**src/rtl/march_bist_ctrl.sv**
```systemverilog
// march_bist_ctrl
// March C- memory BIST controller. It drives a single-port synchronous memory
// through the six March C- elements and compares every read against the value
// that element expects. It reports a sticky fail flag together with the
// address and element of the first miscompare.
//
// Ports
//   clk        : single clock, all logic on the rising edge
//   rst        : synchronous active-high reset, has priority over start
//   start      : begin a test; sampled only in IDLE or DONE
//   mem_addr   : memory address (holds its last value outside RUN)
//   mem_we     : write strobe, the write happens at the same rising edge
//   mem_re     : read strobe, the memory returns data on the next cycle
//   mem_wdata  : write data, all-0s or all-1s (holds its last value outside RUN)
//   mem_rdata  : read data, valid on the cycle after mem_re
//   busy       : test in progress (RUN or DRAIN)
//   done       : level, test finished; held until the next accepted start
//   fail       : sticky miscompare flag
//   fail_addr  : address of the first miscompare
//   fail_elem  : March element (0-5) of the first miscompare
module march_bist_ctrl #(
  parameter int unsigned ADDR_W       = 8,
  parameter int unsigned DATA_W       = 4,
  parameter bit          STOP_ON_FAIL = 1'b0
) (
  input  logic              clk,
  input  logic              rst,
  input  logic              start,
  output logic [ADDR_W-1:0] mem_addr,
  output logic              mem_we,
  output logic              mem_re,
  output logic [DATA_W-1:0] mem_wdata,
  input  logic [DATA_W-1:0] mem_rdata,
  output logic              busy,
  output logic              done,
  output logic              fail,
  output logic [ADDR_W-1:0] fail_addr,
  output logic [2:0]        fail_elem
);

  typedef enum logic [1:0] {IDLE, RUN, DRAIN, DONE} state_t;

  state_t            state_q, state_d;
  logic [2:0]        elem_q, elem_d;
  logic              wr_ph_q, wr_ph_d;
  logic [ADDR_W-1:0] addr_q, addr_d;
  logic [DATA_W-1:0] wdata_q, wdata_d;

  logic start_ok;
  logic last_at_addr;
  logic at_end;
  logic miscmp;

  logic              vld_p0;
  logic [DATA_W-1:0] exp_p0;
  logic [ADDR_W-1:0] addr_p0;
  logic [2:0]        elem_p0;

  logic              fail_q;
  logic [ADDR_W-1:0] fail_addr_q;
  logic [2:0]        fail_elem_q;

  // E3 and E4 walk the address space downwards.
  function automatic logic is_down(input logic [2:0] e);
    return (e == 3'd3) || (e == 3'd4);
  endfunction

  function automatic logic has_rd(input logic [2:0] e);
    return e != 3'd0;
  endfunction

  function automatic logic has_wr(input logic [2:0] e);
    return e != 3'd5;
  endfunction

  // Odd elements (E1, E3) write ones; E0, E2, E4 write zeros.
  function automatic logic [DATA_W-1:0] wr_val(input logic [2:0] e);
    return e[0] ? '1 : '0;
  endfunction

  // Even elements (E2, E4) expect ones; E1, E3, E5 expect zeros.
  function automatic logic [DATA_W-1:0] rd_val(input logic [2:0] e);
    return e[0] ? '0 : '1;
  endfunction

  function automatic logic [ADDR_W-1:0] first_addr(input logic [2:0] e);
    return is_down(e) ? '1 : '0;
  endfunction

  function automatic logic [ADDR_W-1:0] last_addr(input logic [2:0] e);
    return is_down(e) ? '0 : '1;
  endfunction

  assign start_ok     = start && ((state_q == IDLE) || (state_q == DONE));
  // The write phase, or the only op of a single-op element, finishes the address.
  assign last_at_addr = wr_ph_q || !has_wr(elem_q);
  assign at_end       = (addr_q == last_addr(elem_q));
  assign miscmp       = vld_p0 && (mem_rdata != exp_p0);

  always_comb begin
    state_d = state_q;
    elem_d  = elem_q;
    wr_ph_d = wr_ph_q;
    addr_d  = addr_q;
    wdata_d = wdata_q;
    unique case (state_q)
      IDLE, DONE: begin
        if (start_ok) begin
          state_d = RUN;
          elem_d  = 3'd0;
          wr_ph_d = 1'b1;
          addr_d  = '0;
          wdata_d = '0;
        end
      end
      RUN: begin
        if (STOP_ON_FAIL && miscmp) begin
          state_d = DONE;
        end else if (!last_at_addr) begin
          // Read done; the write to the same address follows.
          wr_ph_d = 1'b1;
          wdata_d = wr_val(elem_q);
        end else if (!at_end) begin
          addr_d  = is_down(elem_q) ? addr_q - 1'b1 : addr_q + 1'b1;
          wr_ph_d = !has_rd(elem_q);
        end else if (elem_q == 3'd5) begin
          state_d = DRAIN;
        end else begin
          elem_d  = elem_q + 3'd1;
          addr_d  = first_addr(elem_q + 3'd1);
          wr_ph_d = 1'b0;
        end
      end
      DRAIN: begin
        state_d = DONE;
      end
      default: begin
        state_d = IDLE;
      end
    endcase
  end

  always_ff @(posedge clk) begin
    if (rst) begin
      state_q <= IDLE;
      elem_q  <= 3'd0;
      wr_ph_q <= 1'b0;
      addr_q  <= '0;
      wdata_q <= '0;
    end else begin
      state_q <= state_d;
      elem_q  <= elem_d;
      wr_ph_q <= wr_ph_d;
      addr_q  <= addr_d;
      wdata_q <= wdata_d;
    end
  end

  // Stage p0: capture what each read expects; the compare runs on the next cycle.
  always_ff @(posedge clk) begin
    if (rst || start_ok) begin
      vld_p0 <= 1'b0;
    end else begin
      vld_p0 <= mem_re;
    end
  end

  always_ff @(posedge clk) begin
    if (mem_re) begin
      exp_p0  <= rd_val(elem_q);
      addr_p0 <= addr_q;
      elem_p0 <= elem_q;
    end
  end

  // Stage p1: the compare result lands in the sticky fail registers.
  always_ff @(posedge clk) begin
    if (rst || start_ok) begin
      fail_q      <= 1'b0;
      fail_addr_q <= '0;
      fail_elem_q <= 3'd0;
    end else if (miscmp && !fail_q) begin
      fail_q      <= 1'b1;
      fail_addr_q <= addr_p0;
      fail_elem_q <= elem_p0;
    end
  end

  // Strobes are gated by rst so an aborting reset never issues an op.
  assign mem_we    = (state_q == RUN) && wr_ph_q && !rst;
  assign mem_re    = (state_q == RUN) && !wr_ph_q && !rst;
  assign mem_addr  = addr_q;
  assign mem_wdata = wdata_q;
  assign busy      = (state_q == RUN) || (state_q == DRAIN);
  assign done      = (state_q == DONE);
  assign fail      = fail_q;
  assign fail_addr = fail_addr_q;
  assign fail_elem = fail_elem_q;

endmodule

```
**config.mk**
```make
export PLATFORM = sky130hd
export DESIGN_NAME = march_bist_ctrl
export DESIGN_NICKNAME = d
export VERILOG_FILES = /design/src/rtl/march_bist_ctrl.sv
export SDC_FILE = /design/constraint.sdc
export NUM_CORES = 1
export LEC_CHECK = 0
export BUFFER_PORTS_ARGS = -buffer_cell sky130_fd_sc_hd__buf_2
export CAP_MARGIN = 0
export CORE_UTILIZATION = 60
export CTS_CLUSTER_DIAMETER = 60
export CTS_CLUSTER_SIZE = 8
export DETAILED_ROUTE_END_ITERATION = 16
export MAX_ROUTING_LAYER = met4
export PLACE_DENSITY = 0.84
export SYNTH_ARGS = -nofsm -noshare
export SYNTH_HDL_FRONTEND = slang
export SYNTH_SLANG_ARGS = --single-unit
```
**constraint.sdc**
```tcl
create_clock -name clk -period 8.37 [get_ports clk]
set_clock_uncertainty 0.1 [all_clocks]
set_input_delay 0.4185 -clock clk [delete_from_list [all_inputs] [get_ports clk]]
set_output_delay 0.4185 -clock clk [all_outputs]
set_load 0.1 [all_outputs]
```
Word-level counts from Yosys, hierarchy flattened --
Cells that the tools add are included.
Word-level totals: register bits 46, output and inout port bits 28, logic and storage cells 89
Cells by class: $add $sub $neg 3, eq/ne operators 19, mux-type cells 28, reduce and logical (&&, ||, !) cells 27
Operators with widths (number):
- two-way mux 8 bit | 7
- two-way mux 4 bit | 4
- one-hot mux 8 bit (2 select lines) | 1
- two-way mux 3 bit | 4
- inequality test 2 bit, second input constant | 6
- equality test 3 bit, second input constant | 3
- adder 8 x 1 -> 8 bit, second input constant | 1
- equality test 8 bit | 1
- two-way mux 2 bit | 4
- one-hot mux 4 bit (2 select lines) | 1
- AND reduction 4 bit | 2
- subtractor 8 x 1 -> 8 bit, second input constant | 1
- logical AND 1 bit | 7
- equality test 3 x 2 -> 1 bit, second input constant | 2
- logical OR 1 bit | 6
- inequality test 3 bit, second input constant | 2
- one-hot mux 2 bit (3 select lines) | 1
- one-hot mux 3 bit (2 select lines) | 1
- AND reduction 3 bit | 2
- zero test 1 bit | 5
- AND reduction 5 bit | 1
- equality test 2 bit, second input constant | 2
- two-way mux 1 bit | 4
- inequality test 4 bit | 1
- other kinds (8) | 8

Longest topological paths before layout --
depth in word-level cells 8, mapped depth 11

Least setup slack after synthesis --
OpenSTA, ideal clock, no wires.
kind register -> register, start point register state_q[0], end point register addr_p0[0], enable pin, library setup time 502 ps, arrival time 4083 ps, data required time 7768 ps, path slack 3686 ps, cell stages (with the launch flop) 5, buffers on the path 2, period minus slack after synthesis 4684 ps, cell sequence dfxtp_1 > ha_1 > buf_2 > buf_1 > nor3b_1
Between the ends: word-level cells in the longest chain between the ends 3
RTL lines:
- start: declaration | line 43 | state_t state_q, state_d;
- start signal: assignment | line 151 | state_q <= state_d;
- equality test 2 x 1 -> 1 bit | line 191 | assign mem_re = (state_q == RUN) && !wr_ph_q && !rst;
- logical AND 1 bit (2 in series) | line 191
- named net mem_re | line 31 | output logic mem_re,
- end signal: assignment | line 171 | addr_p0 <= addr_q;
- end: declaration | line 56 | logic [ADDR_W-1:0] addr_p0;
The timed path passes the listed nets, and every way through them passes these cells. A chain may end at the register's enable or synchronous reset.

Worst setup path after layout --
start point register elem_q[0], end point register addr_q[7], in the netlist mem_addr[7]
Between the ends: word-level cells in the longest chain between the ends 8, elaborated cells on any way between the ends 22, those cells by class add/sub: 1; eq/ne: 9; mux: 7; reduce/logical: 5
RTL lines:
- start: declaration | line 44 | logic [2:0] elem_q, elem_d;
- start signal: assignment | line 152 | elem_q <= elem_d;
- adder 3 x 1 -> 3 bit | line 130 | addr_d = first_addr(elem_q + 3'd1);
- equality test 3 x 2 -> 1 bit or equality test 3 bit (tied branches) | line 65 | return (e == 3'd3) || (e == 3'd4);
- logical OR 1 bit | line 65
- two-way mux 8 bit | line 87 | return is_down(e) ? '1 : '0;
- two-way mux 8 bit | line 126 | end else if (elem_q == 3'd5) begin
- two-way mux 8 bit | line 123 | end else if (!at_end) begin
- two-way mux 8 bit | line 119 | end else if (!last_at_addr) begin
- one-hot mux 8 bit (2 select lines) | line 106 | unique case (state_q)
- end signal: assignment | line 154 | addr_q <= addr_d;
- end: declaration | line 46 | logic [ADDR_W-1:0] addr_q, addr_d;
Parallel ways exist; a longest one is shown, timed or not. The select of a mux whose other input is x is not followed.

==> results.sh <==
export IMPL_drtIter0Drc=61
export IMPL_die_height_um=61.1
export IMPL_max_cap_violations=0
export IMPL_placed_cells=281
export IMPL_fin_cells=289
export IMPL_worstMarginPinSlew_ns=1.08
export IMPL_area_growth_pct=12.3
export IMPL_crit_required_ns=8.55
export IMPL_cts_tree="done"
export IMPL_arrival_ns=3.21
export IMPL_finalNetCount=265
export IMPL_grt_pass1_wl_um=6000
export IMPL_min_path_type="input pin to flop"
export IMPL_cts_root_buf="clkbuf_4"
export IMPL_hold_start="rst"
export IMPL_synth_xor_area_share_pct=1.25
export IMPL_slew_viol_final=0
export IMPL_reg2reg_depth=10
export IMPL_finalSetupTns_ns=0
export IMPL_place_hpwl_um=2730
export IMPL_grt_max_degree=18
export IMPL_grt_use_total_pct=22.9
export IMPL_drc=0
export IMPL_routed_via_density=5.39
export IMPL_endpoint_kind="flop"
export IMPL_diodes=0
export IMPL_core_area_um2=3340
export IMPL_final_layout_size_suffix_gt1_share_pct=23.9
export IMPL_wl_um=3680
export IMPL_synth_top_family_by_area="simple AND/OR/NAND/NOR gates"
export IMPL_cts_hold_buffers_added=0
export IMPL_period_share_pct=36.1
export IMPL_hold_depth=2
export IMPL_clk_path_buf_depth=2
export IMPL_cts_num_sinks=40
export IMPL_timing_rr_end="mem_addr[7]"
export IMPL_gp_congestion=0.880
export IMPL_finalCriticalPeriod_ns=3.02
export IMPL_hold_end="elem_q[2]"
export IMPL_r2r_start="elem_q[0]"
export IMPL_cts_resized=0
export IMPL_syn_num_nets=232
export IMPL_die_width_um=61.1
export IMPL_power_density_nw_per_um2=231
export IMPL_ios=35
export IMPL_synth_compound_area_share_pct=14.0
export IMPL_netlist_instances=209
export IMPL_rsz0062_at_grt="false"
export IMPL_synth_edf_count=12
export IMPL_netlist_area_um2=2090
export IMPL_routedWlPerCell_um=12.7
export IMPL_critPathMaxStageDelay_ns=0.45
export IMPL_gr_total_overflow=0
export IMPL_p_leak_nw=1.03
export IMPL_finalSetupViolCount=0
export IMPL_crit_path_max_fanout=12
export IMPL_synth_avg_cell_area_um2=10.0
export IMPL_clock_fmax_mhz=331
export IMPL_start_util_pct=62.8
export IMPL_timing_hold_violations_final=0
export IMPL_slew_headroom_pct=27.5
export IMPL_ys_flop_type="dfxtp_1"
export IMPL_ant_nets=0
export IMPL_ys_seq_elements=40
export IMPL_path_cells="inv_1 > ha_1 > mux2_4 > ha_1 > a21o_1 > a21oi_1 > o211ai_1 > or3b_1 > or3_1 > o211ai_2"
export IMPL_design_die_area_um2=3730
export IMPL_drt_pass1_iter_count=4
export IMPL_synth_adder_area_share_pct=9.92
export IMPL_synthSimpleGateAreaFrac_pct=16.9
export IMPL_io_buffers=34
export IMPL_numCtsBuffers=5
export IMPL_synth_area_mux_share_pct=10.0
export IMPL_crit_type="flop to flop"
export IMPL_ys_warn_count=0
export IMPL_insertion_delay_ns=0.35
export IMPL_reg2reg_slack_ns=5.35
export IMPL_clk_pin_slew_ns=0.12
export IMPL_critPathSlowestCell="dfxtp_1"
export IMPL_grt_pass1_vias=1361
export IMPL_htreeDepth=2
export IMPL_postCtsSetupBuffers=0
export IMPL_ys_async_sr_fraction_pct=0
export IMPL_stdcell_area_um2=2350
export IMPL_placed_area_um2=2290
export IMPL_rows=21
export IMPL_outcome="complete, no violations"
export IMPL_vias=1559
export IMPL_synth_cell_types=51
export IMPL_cp_start_kind="flop"
export IMPL_antenna_found_initial=0
export IMPL_cp_common_cell="ha_1"
export IMPL_ys_seq_area_share_pct=44.0
export IMPL_ir_drop_uv=197
-- area by class of cell --
class                   count  area (um2)
clock buffers               6        51.3
repair buffers             35         178
fillers                   267         985
well taps                  46        57.6
inverters                   9        33.8
multi-input cells         151        1100
clock inverters             2        10.0
flip-flops and latches     40         921
-- per-stage QoR --
| step | hold WS (ns) | util (%) | total power, mW | worst slack (ns) |
|---|---|---|---|---|
| final | 0.304 | 70.5 | 0.544 | 5.35 |
| after global placement | 0.362 | 68.7 | 0.442 | 5.48 |
| after global routing | 0.304 | 70.5 | 0.574 | 5.15 |
| after CTS | 0.297 | 70.5 | 0.545 | 5.35 |
| after detailed placement | 0.370 | 68.7 | 0.444 | 5.37 |
| after floorplan | 0.303 | - | 0.413 | 3.69 |
-- cell families (layout without fill, tap and decap cells) --
group                    Yosys count  after routing
XOR/XNOR                           3              3
AND/OR/NAND/NOR                   72             72
adder cells (fa/ha/maj)           16             16
AO/OA/AOI/OAI                     41             41
multiplexers                      19             19
buffers and inverters             18             52
flip-flops                        40             40
-- report_power, final --
| group | internal [mW] | switching, mW | total (mW) |
|---|---|---|---|
| clock network | 0.0400 | 0.0626 | 0.103 |
| logic | 0.0520 | 0.161 | 0.213 |
| registers | 0.217 | 0.0124 | 0.229 |
-- sequential cells by signal, indices dropped and copies added (netlist names) --
| signal | count |
|---|---|
| mem_wdata | 1 |
| mem_addr | 8 |
| state_q | 2 |
| vld_p0 | 1 |
| fail | 1 |
| wr_ph_q | 1 |
| elem_p0 | 3 |
| fail_addr | 8 |
| fail_elem | 3 |
| exp_p0 | 1 |
| elem_q | 3 |
| addr_p0 | 8 |
-- how the worst max path moves through the flow --
stage	to	startpoint	depth (start not counted)
floorplan	addr_p0[0]	state_q[0]	4
global placement	mem_addr[7]	elem_q[0]	10
detailed placement	mem_addr[7]	elem_q[0]	10
CTS	mem_addr[7]	elem_q[0]	10
global route	mem_addr[7]	elem_q[0]	10
finish	mem_addr[7]	elem_q[0]	10
-- layout by cell type (no fill, tap or decap), types with 2 or more instances in the layout --
master,n
buf_2,34
nor2_1,28
dfxtp_1,28
mux2i_1,15
ha_1,15
nand2_1,12
edfxtp_1,12
a21oi_1,10
inv_1,9
o21ai_0,9
nand3_1,7
a21o_1,5
clkbuf_4,5
and2_1,3
nand2b_1,3
nor3b_2,2
or2_2,2
nor2b_1,2
xnor2_1,2
a22o_1,2
a211oi_1,2
and3_1,2
or3_1,2
o211ai_1,2
clkinv_2,2
-- cell usage after synthesis, types with 3 or more instances --
cell type / number / area (um2)
a21o_1: 5 / 37.5
a21oi_1: 10 / 50.1
and2_1: 3 / 18.8
buf_2: 3 / 15.0
buf_4: 3 / 22.5
dfxtp_1: 28 / 561
edfxtp_1: 12 / 360
ha_1: 15 / 188
inv_1: 9 / 33.8
mux2i_1: 15 / 150
nand2_1: 12 / 45.0
nand2b_1: 3 / 18.8
nand3_1: 7 / 35.0
nor2_1: 28 / 105
nor3b_1: 3 / 22.5
o21ai_0: 9 / 45.0
-- critical path: cells and delay by family, from the launching register on --
| kind | cells | cell delay (ns) |
|---|---|---|
| buffers and inverters | 1 | 0.14 |
| adders and majority gates | 2 | 0.59 |
| AOI/OAI and AO/OA | 4 | 0.63 |
| and+or+nand+nor | 2 | 0.72 |
| muxes | 1 | 0.35 |
| DFF | 1 | 0.45 |
-- per-layer routing --
layer / vias to the layer above / GRT usage, % / share of wire (%)
li1: 801 / - / -
met1: 708 / 28.6 / 49
met2: 41 / 35.6 / 45
met3: 9 / 4.41 / 4.7
met4: 0 / 11.0 / 1.6
met5: - / - / 0
(Power assumes the default switching activity.)
